===== src/rtl/button_debouncer_if.sv =====
// Purpose: bundles the raw button input and the debounced level/press/release outputs.
// Latency: none, wiring only.
// Backpressure: none; the outputs are level and one-cycle pulse signals.
interface button_debouncer_if;
    logic btnIn;
    logic btnLevel;
    logic btnPress;
    logic btnRelease;

    // Button/stimulus side: drives the raw input and consumes the debounced outputs
    modport master (
        output btnIn,
        input  btnLevel,
        input  btnPress,
        input  btnRelease
    );

    // Debouncer side
    modport slave (
        input  btnIn,
        output btnLevel,
        output btnPress,
        output btnRelease
    );
endinterface


===== src/rtl/button_debouncer.sv =====
// Purpose: synchronise and debounce a pushbutton; emit level plus press/release pulses.
// Latency: DEBOUNCE_CYCLES+3 edges from the first high sample to btnPress/btnLevel; release is symmetric.
// Backpressure: none; the pulses are fire-and-forget, one cycle wide.
// Optional feature: define BUTTON_DEBOUNCER_REPEAT_EN to re-pulse btnPress every REPEAT_CYCLES while held.
module button_debouncer #(
    parameter int DEBOUNCE_CYCLES = 1_000_000,
    parameter int REPEAT_CYCLES   = 25_000_000
) (
    input  logic               clk,
    input  logic               resetBtn,
    button_debouncer_if.slave  bus
);
    localparam int               CNT_W   = $clog2(DEBOUNCE_CYCLES);
    localparam logic [CNT_W-1:0] CNT_MAX = CNT_W'(DEBOUNCE_CYCLES - 1);

    localparam logic [1:0] IDLE        = 2'd0;
    localparam logic [1:0] ARM_PRESS   = 2'd1;
    localparam logic [1:0] HELD        = 2'd2;
    localparam logic [1:0] ARM_RELEASE = 2'd3;

    logic             sync_meta;
    logic             sync;
    logic [1:0]       state;
    logic [1:0]       state_nxt;
    logic [CNT_W-1:0] cnt;
    logic [CNT_W-1:0] cnt_nxt;
    logic             accept_press;
    logic             accept_release;
    logic             repeat_hit;
    logic             press_q;
    logic             release_q;
    logic             level_q;

    // Parameter sanity gate: an illegal value shows up as this named scope in the hierarchy.
    generate
        if (DEBOUNCE_CYCLES < 2 || REPEAT_CYCLES < 1) begin : g_param_out_of_range
        end
    endgenerate

    // Two-flop synchronizer; only the second stage is allowed to reach the FSM.
    always_ff @(posedge clk) begin
        if (resetBtn) begin
            sync_meta <= 1'b0;
            sync      <= 1'b0;
        end else begin
            sync_meta <= bus.btnIn;
            sync      <= sync_meta;
        end
    end

    // Next-state and qualification counter; any disagreement during arming restarts from scratch.
    always_comb begin
        state_nxt      = state;
        cnt_nxt        = cnt;
        accept_press   = 1'b0;
        accept_release = 1'b0;
        case (state)
            IDLE: begin
                if (sync) begin
                    state_nxt = ARM_PRESS;
                    cnt_nxt   = '0;
                end
            end
            ARM_PRESS: begin
                if (!sync) begin
                    state_nxt = IDLE;
                    cnt_nxt   = '0;
                end else if (cnt == CNT_MAX) begin
                    state_nxt    = HELD;
                    cnt_nxt      = '0;
                    accept_press = 1'b1;
                end else begin
                    cnt_nxt = cnt + 1'b1;
                end
            end
            HELD: begin
                if (!sync) begin
                    state_nxt = ARM_RELEASE;
                    cnt_nxt   = '0;
                end
            end
            ARM_RELEASE: begin
                if (sync) begin
                    state_nxt = HELD;
                    cnt_nxt   = '0;
                end else if (cnt == CNT_MAX) begin
                    state_nxt      = IDLE;
                    cnt_nxt        = '0;
                    accept_release = 1'b1;
                end else begin
                    cnt_nxt = cnt + 1'b1;
                end
            end
            default: begin
                state_nxt = IDLE;
                cnt_nxt   = '0;
            end
        endcase
    end

`ifdef BUTTON_DEBOUNCER_REPEAT_EN
    localparam int               RPT_W   = $clog2(REPEAT_CYCLES);
    localparam logic [RPT_W-1:0] RPT_MAX = RPT_W'(REPEAT_CYCLES - 1);

    logic [RPT_W-1:0] rpt_cnt;
    logic             staying_held;

    // A repeat only fires on a cycle that both starts and ends in HELD, so leaving wins.
    assign staying_held = (state == HELD) && (state_nxt == HELD);
    assign repeat_hit   = staying_held && (rpt_cnt == RPT_MAX);

    // Counts cycles spent in HELD; restarts at 0 on every entry and on each repeat.
    always_ff @(posedge clk) begin
        if (resetBtn) begin
            rpt_cnt <= '0;
        end else if (staying_held) begin
            rpt_cnt <= (rpt_cnt == RPT_MAX) ? '0 : rpt_cnt + 1'b1;
        end else begin
            rpt_cnt <= '0;
        end
    end
`else
    assign repeat_hit = 1'b0;
`endif

    // State, counter and registered outputs; reset overrides even a same-edge acceptance.
    always_ff @(posedge clk) begin
        if (resetBtn) begin
            state     <= IDLE;
            cnt       <= '0;
            press_q   <= 1'b0;
            release_q <= 1'b0;
            level_q   <= 1'b0;
        end else begin
            state     <= state_nxt;
            cnt       <= cnt_nxt;
            press_q   <= accept_press | repeat_hit;
            release_q <= accept_release;
            level_q   <= (state_nxt == HELD) || (state_nxt == ARM_RELEASE);
        end
    end

    assign bus.btnLevel   = level_q;
    assign bus.btnPress   = press_q;
    assign bus.btnRelease = release_q;
endmodule


===== src/flat_wrapper.sv =====
// flat-port wrapper written by rule: the top's interface ports become plain ports
module button_debouncer_flat 
#(
    parameter int DEBOUNCE_CYCLES = 1_000_000,
    parameter int REPEAT_CYCLES   = 25_000_000
)
  (clk, resetBtn, bus_btnIn, bus_btnLevel, bus_btnPress, bus_btnRelease);
  button_debouncer_if bus_i ();
  input  logic clk;
  input  logic resetBtn;
  input wire logic [$bits(bus_i.btnIn)-1:0] bus_btnIn;
  output wire logic [$bits(bus_i.btnLevel)-1:0] bus_btnLevel;
  output wire logic [$bits(bus_i.btnPress)-1:0] bus_btnPress;
  output wire logic [$bits(bus_i.btnRelease)-1:0] bus_btnRelease;
  assign bus_i.btnIn = bus_btnIn;
  assign bus_btnLevel = bus_i.btnLevel;
  assign bus_btnPress = bus_i.btnPress;
  assign bus_btnRelease = bus_i.btnRelease;
  button_debouncer #(.DEBOUNCE_CYCLES(DEBOUNCE_CYCLES), .REPEAT_CYCLES(REPEAT_CYCLES)) u_core (.clk(clk), .resetBtn(resetBtn), .bus(bus_i));
endmodule

===== config.mk =====
export PLATFORM = sky130hd
export DESIGN_NAME = button_debouncer_flat
export DESIGN_NICKNAME = d
export VERILOG_FILES = /design/src/rtl/button_debouncer_if.sv /design/src/rtl/button_debouncer.sv /design/src/flat_wrapper.sv
export SDC_FILE = /design/constraint.sdc
export NUM_CORES = 1
export LEC_CHECK = 0
export ABC_AREA = 1
export BUFFER_PORTS_ARGS = -buffer_cell sky130_fd_sc_hd__buf_2
export CORE_MARGIN = 10
export CORE_UTILIZATION = 55
export CTS_BUF_LIST = sky130_fd_sc_hd__clkbuf_8 sky130_fd_sc_hd__clkbuf_16
export CTS_CLUSTER_SIZE = 24
export DETAILED_ROUTE_END_ITERATION = 6
export HOLD_SLACK_MARGIN = 0.06
export MAX_ROUTING_LAYER = met4
export PLACE_DENSITY = 0.8
export SLEW_MARGIN = 30
export SYNTH_ARGS = -nofsm -noshare
export SYNTH_HDL_FRONTEND = slang
export SYNTH_SLANG_ARGS = --single-unit

===== constraint.sdc =====
create_clock -name clk -period 3.1 [get_ports clk]
set_input_delay 0.62 -clock clk [delete_from_list [all_inputs] [get_ports clk]]
set_output_delay 0.62 -clock clk [all_outputs]
set_load 0.01 [all_outputs]

==> results.sh <==
export IMPL_cts_resized=0
export IMPL_r2r_start="u_core.cnt[1]$_SDFFE_PP0P_"
export IMPL_grt_max_degree=21
export IMPL_hold_viol=0
export IMPL_die_w_um=70.5
export IMPL_comb_power_share_pct=3.9
export IMPL_ctsHoldBuffers=0
export IMPL_ys_warn_count=0
export IMPL_setup_viol=0
export IMPL_crit_chain="ha_1, nand3_1, nor2_1, nand3_1, nand2_1, nand2_2, nand2_4, nor2_1"
export IMPL_end_kind="flop"
export IMPL_worstSetupPathType="flop to flop"
export IMPL_ios=6
export IMPL_r2r_cells=8
export IMPL_clk_path_buf_depth=2
export IMPL_rsz0062_at_grt="no"
export IMPL_via_count=1248
export IMPL_tightest_slew_ns=0.314
export IMPL_synth_fp_nets=210
export IMPL_slowest_stage="dfxtp_1"
export IMPL_r2r_slack_ns=1.42
export IMPL_track_usage_pct=11.6
export IMPL_min_period_ns=1.68
export IMPL_hold_start="u_core.sync_meta$_SDFF_PP0_"
export IMPL_antennaDiodeCount=0
export IMPL_hold_end="u_core.sync$_SDFF_PP0_"
export IMPL_drv_slew=0
export IMPL_first_pass_iters=4
export IMPL_crit_family="simple AND/OR/NAND/NOR gates"
export IMPL_antenna_found_initial=0
export IMPL_drt_iter0_drc=54
export IMPL_pre_cts_ws_ns=1.48
export IMPL_portBuffers=5
export IMPL_start_util_pct=57.2
export IMPL_syn_avg_cell_area_um2=6.82
export IMPL_rows=18
export IMPL_worst_slack_ns=1.42
export IMPL_ant_nets=0
export IMPL_grt_pass1_wl_um=4840
export IMPL_syn_area_mm2=0.00141
export IMPL_crit_buf_inv=0
export IMPL_startpoint_type="flop"
export IMPL_cts_tree="built"
export IMPL_max_stage_delay_ns=0.37
export IMPL_status="completed"
export IMPL_ys_types=25
export IMPL_ys_seq_area_share_pct=38.5
export IMPL_power_leakage_uw=0.000615
export IMPL_ys_ff_latch=27
export IMPL_skew_ns=0.00559
export IMPL_grt_pass1_vias=1132
export IMPL_clkTransAtPathRegs_ns=0.09
export IMPL_seq_power_share_pct=61.0
export IMPL_postCtsSetupBuffers=0
export IMPL_die_h_um=70.5
export IMPL_drv_cap=0
export IMPL_final_layout_size_suffix_gt1_share_pct=9.86
export IMPL_gr_total_overflow=0
export IMPL_design_die_area_mm2=0.00498
export IMPL_pwr_share_clk_pct=35.1
export IMPL_crit_path_max_fanout=10
export IMPL_core_area_mm2=0.00245
export IMPL_wl_per_cell_um=11.1
export IMPL_hp_class="flop to flop"
export IMPL_fin_setup_tns_ns=0
export IMPL_timing_fmax_mhz=595
export IMPL_clock_sinks=27
export IMPL_vdd_drop_max_mv=0.321
export IMPL_htreeDepth=1
export IMPL_layout_nets=218
export IMPL_p_sw_share_pct=22.6
export IMPL_required_ns=3.27
export IMPL_finalCritPeriodShare_pct=54.2
export IMPL_p_int_uw=443
export IMPL_dpl_hpwl_um=2100
export IMPL_synthCells=206
export IMPL_reg2reg_to="u_core.cnt[13]$_SDFFE_PP0P_"
export IMPL_switchingPower_uw=129
export IMPL_min_path_cells=2
export IMPL_cts_root_buf="clkbuf_8"
export IMPL_cts_buffers=3
export IMPL_viasPerCell=5.14
export IMPL_wirelength_um=2710
export IMPL_p_per_area_mw_per_mm2=385
export IMPL_gp_congestion=0.880
export IMPL_cp_arrival_ns=1.85
export IMPL_max_slew_margin_pct=78.9
export IMPL_syn2layout_area_growth_pct=5.88
export IMPL_clk_latency_ns=0.27
export IMPL_drc=0
-- state kept, by name, indices dropped and copies added, names as in the netlist --
signal / cells
u_core.cnt: 20
u_core.state: 2
u_core.bus.btnLevel: 1
u_core.bus.btnPress: 1
u_core.bus.btnRelease: 1
u_core.sync: 1
u_core.sync_meta: 1
-- how the worst max path moves through the flow --
stage / start / end / cells after the start
3_3_place_gp: u_core.cnt[1]$_SDFFE_PP0P_ / u_core.cnt[13]$_SDFFE_PP0P_ / 8
3_5_place_dp: u_core.cnt[1]$_SDFFE_PP0P_ / u_core.cnt[13]$_SDFFE_PP0P_ / 8
2_1_floorplan: u_core.cnt[1]$_SDFFE_PP0P_ / u_core.cnt[11]$_SDFFE_PP0P_ / 8
5_1_grt: u_core.cnt[1]$_SDFFE_PP0P_ / u_core.cnt[13]$_SDFFE_PP0P_ / 8
4_1_cts: u_core.cnt[1]$_SDFFE_PP0P_ / u_core.cnt[13]$_SDFFE_PP0P_ / 8
6_report: u_core.cnt[1]$_SDFFE_PP0P_ / u_core.cnt[13]$_SDFFE_PP0P_ / 8
-- tightest hold or removal path: cells and delay by family (launching register included) --
family        cells  cell delay (ns)
buf+inv           1             0.04
simple gates      1             0.03
flops             1             0.31
-- kinds of logic (layout without fill, tap and decap cells) --
group,count (synthesis),after routing,share of synthesized area (%)
and+or+nand+nor,121,121,39.7
buffers and inverters,36,43,11.0
DFF,27,27,38.5
AOI/OAI and AO/OA,15,15,6.23
xor gates and xnor gates,6,6,3.74
adders and majority gates,1,1,0.890
-- through the flow --
stage / total power (uW) / instances / hold WS, ns / utilization, % / cell area [um2]
after floorplan: 377 / 206 / 0.388 / - / 1410
after CTS: 576 / 243 / 0.420 / 60.6 / 1490
after global placement: 380 / 239 / 0.403 / 58.7 / 1440
final: 572 / 243 / 0.414 / 60.6 / 1490
after global routing: 590 / 243 / 0.443 / 60.6 / 1490
after detailed placement: 380 / 239 / 0.405 / 58.7 / 1440
-- layout by cell type (no fill, tap or decap), types with 2 or more instances in the layout --
cell	n
nor2_2	3
nand4_1	9
inv_1	32
nand3_1	23
dfxtp_1	27
nor3_1	3
nand2_1	37
clkbuf_8	3
a21oi_1	7
or2_2	2
buf_2	5
nor3_2	2
nand2_2	2
xor2_1	6
o21bai_1	3
nor2_1	37
o21ai_0	3
-- synthesized netlist by cell type (all sizes together) --
master	instances	area share (%)
o21ai	4	1.4
or2	2	0.89
inv	33	8.8
buf	2	1.9
nor3	5	2.5
clkinv	1	0.27
o211a	1	0.71
nand3b	1	0.53
ha	1	0.89
nand3	23	8.2
xor2	6	3.7
a21oi	7	2.5
nand4	9	4.0
o21bai	3	1.6
nor2	41	12
nand2	40	12
dfxtp	27	38
-- layout make-up --
class,count,area [um2]
fillers,241,967
inverters,34,128
flip-flops and latches,27,541
repair buffers,5,25.0
clock inverters,1,5.00
multi-input cells,143,711
well taps,30,37.5
clock buffers,3,41.3
-- power by group through the flow --
stage	Clock (uW)	Sequential [uW]	Combinational [uW]
floorplan	0	357	20.1
global placement	0	357	22.4
detailed placement	0	357	22.6
CTS	204	349	22.6
global route	215	350	25.3
finish	201	349	22.5
-- layer usage --
layer  vias up  GRT usage [%]  share of wire (%)
li1        663              -                  -
met1       552           14.9                 52
met2        29           17.3                 42
met3         4           2.79                4.5
met4         0           4.52                1.3
met5         -              -                  0
(Power assumes the default switching activity.)
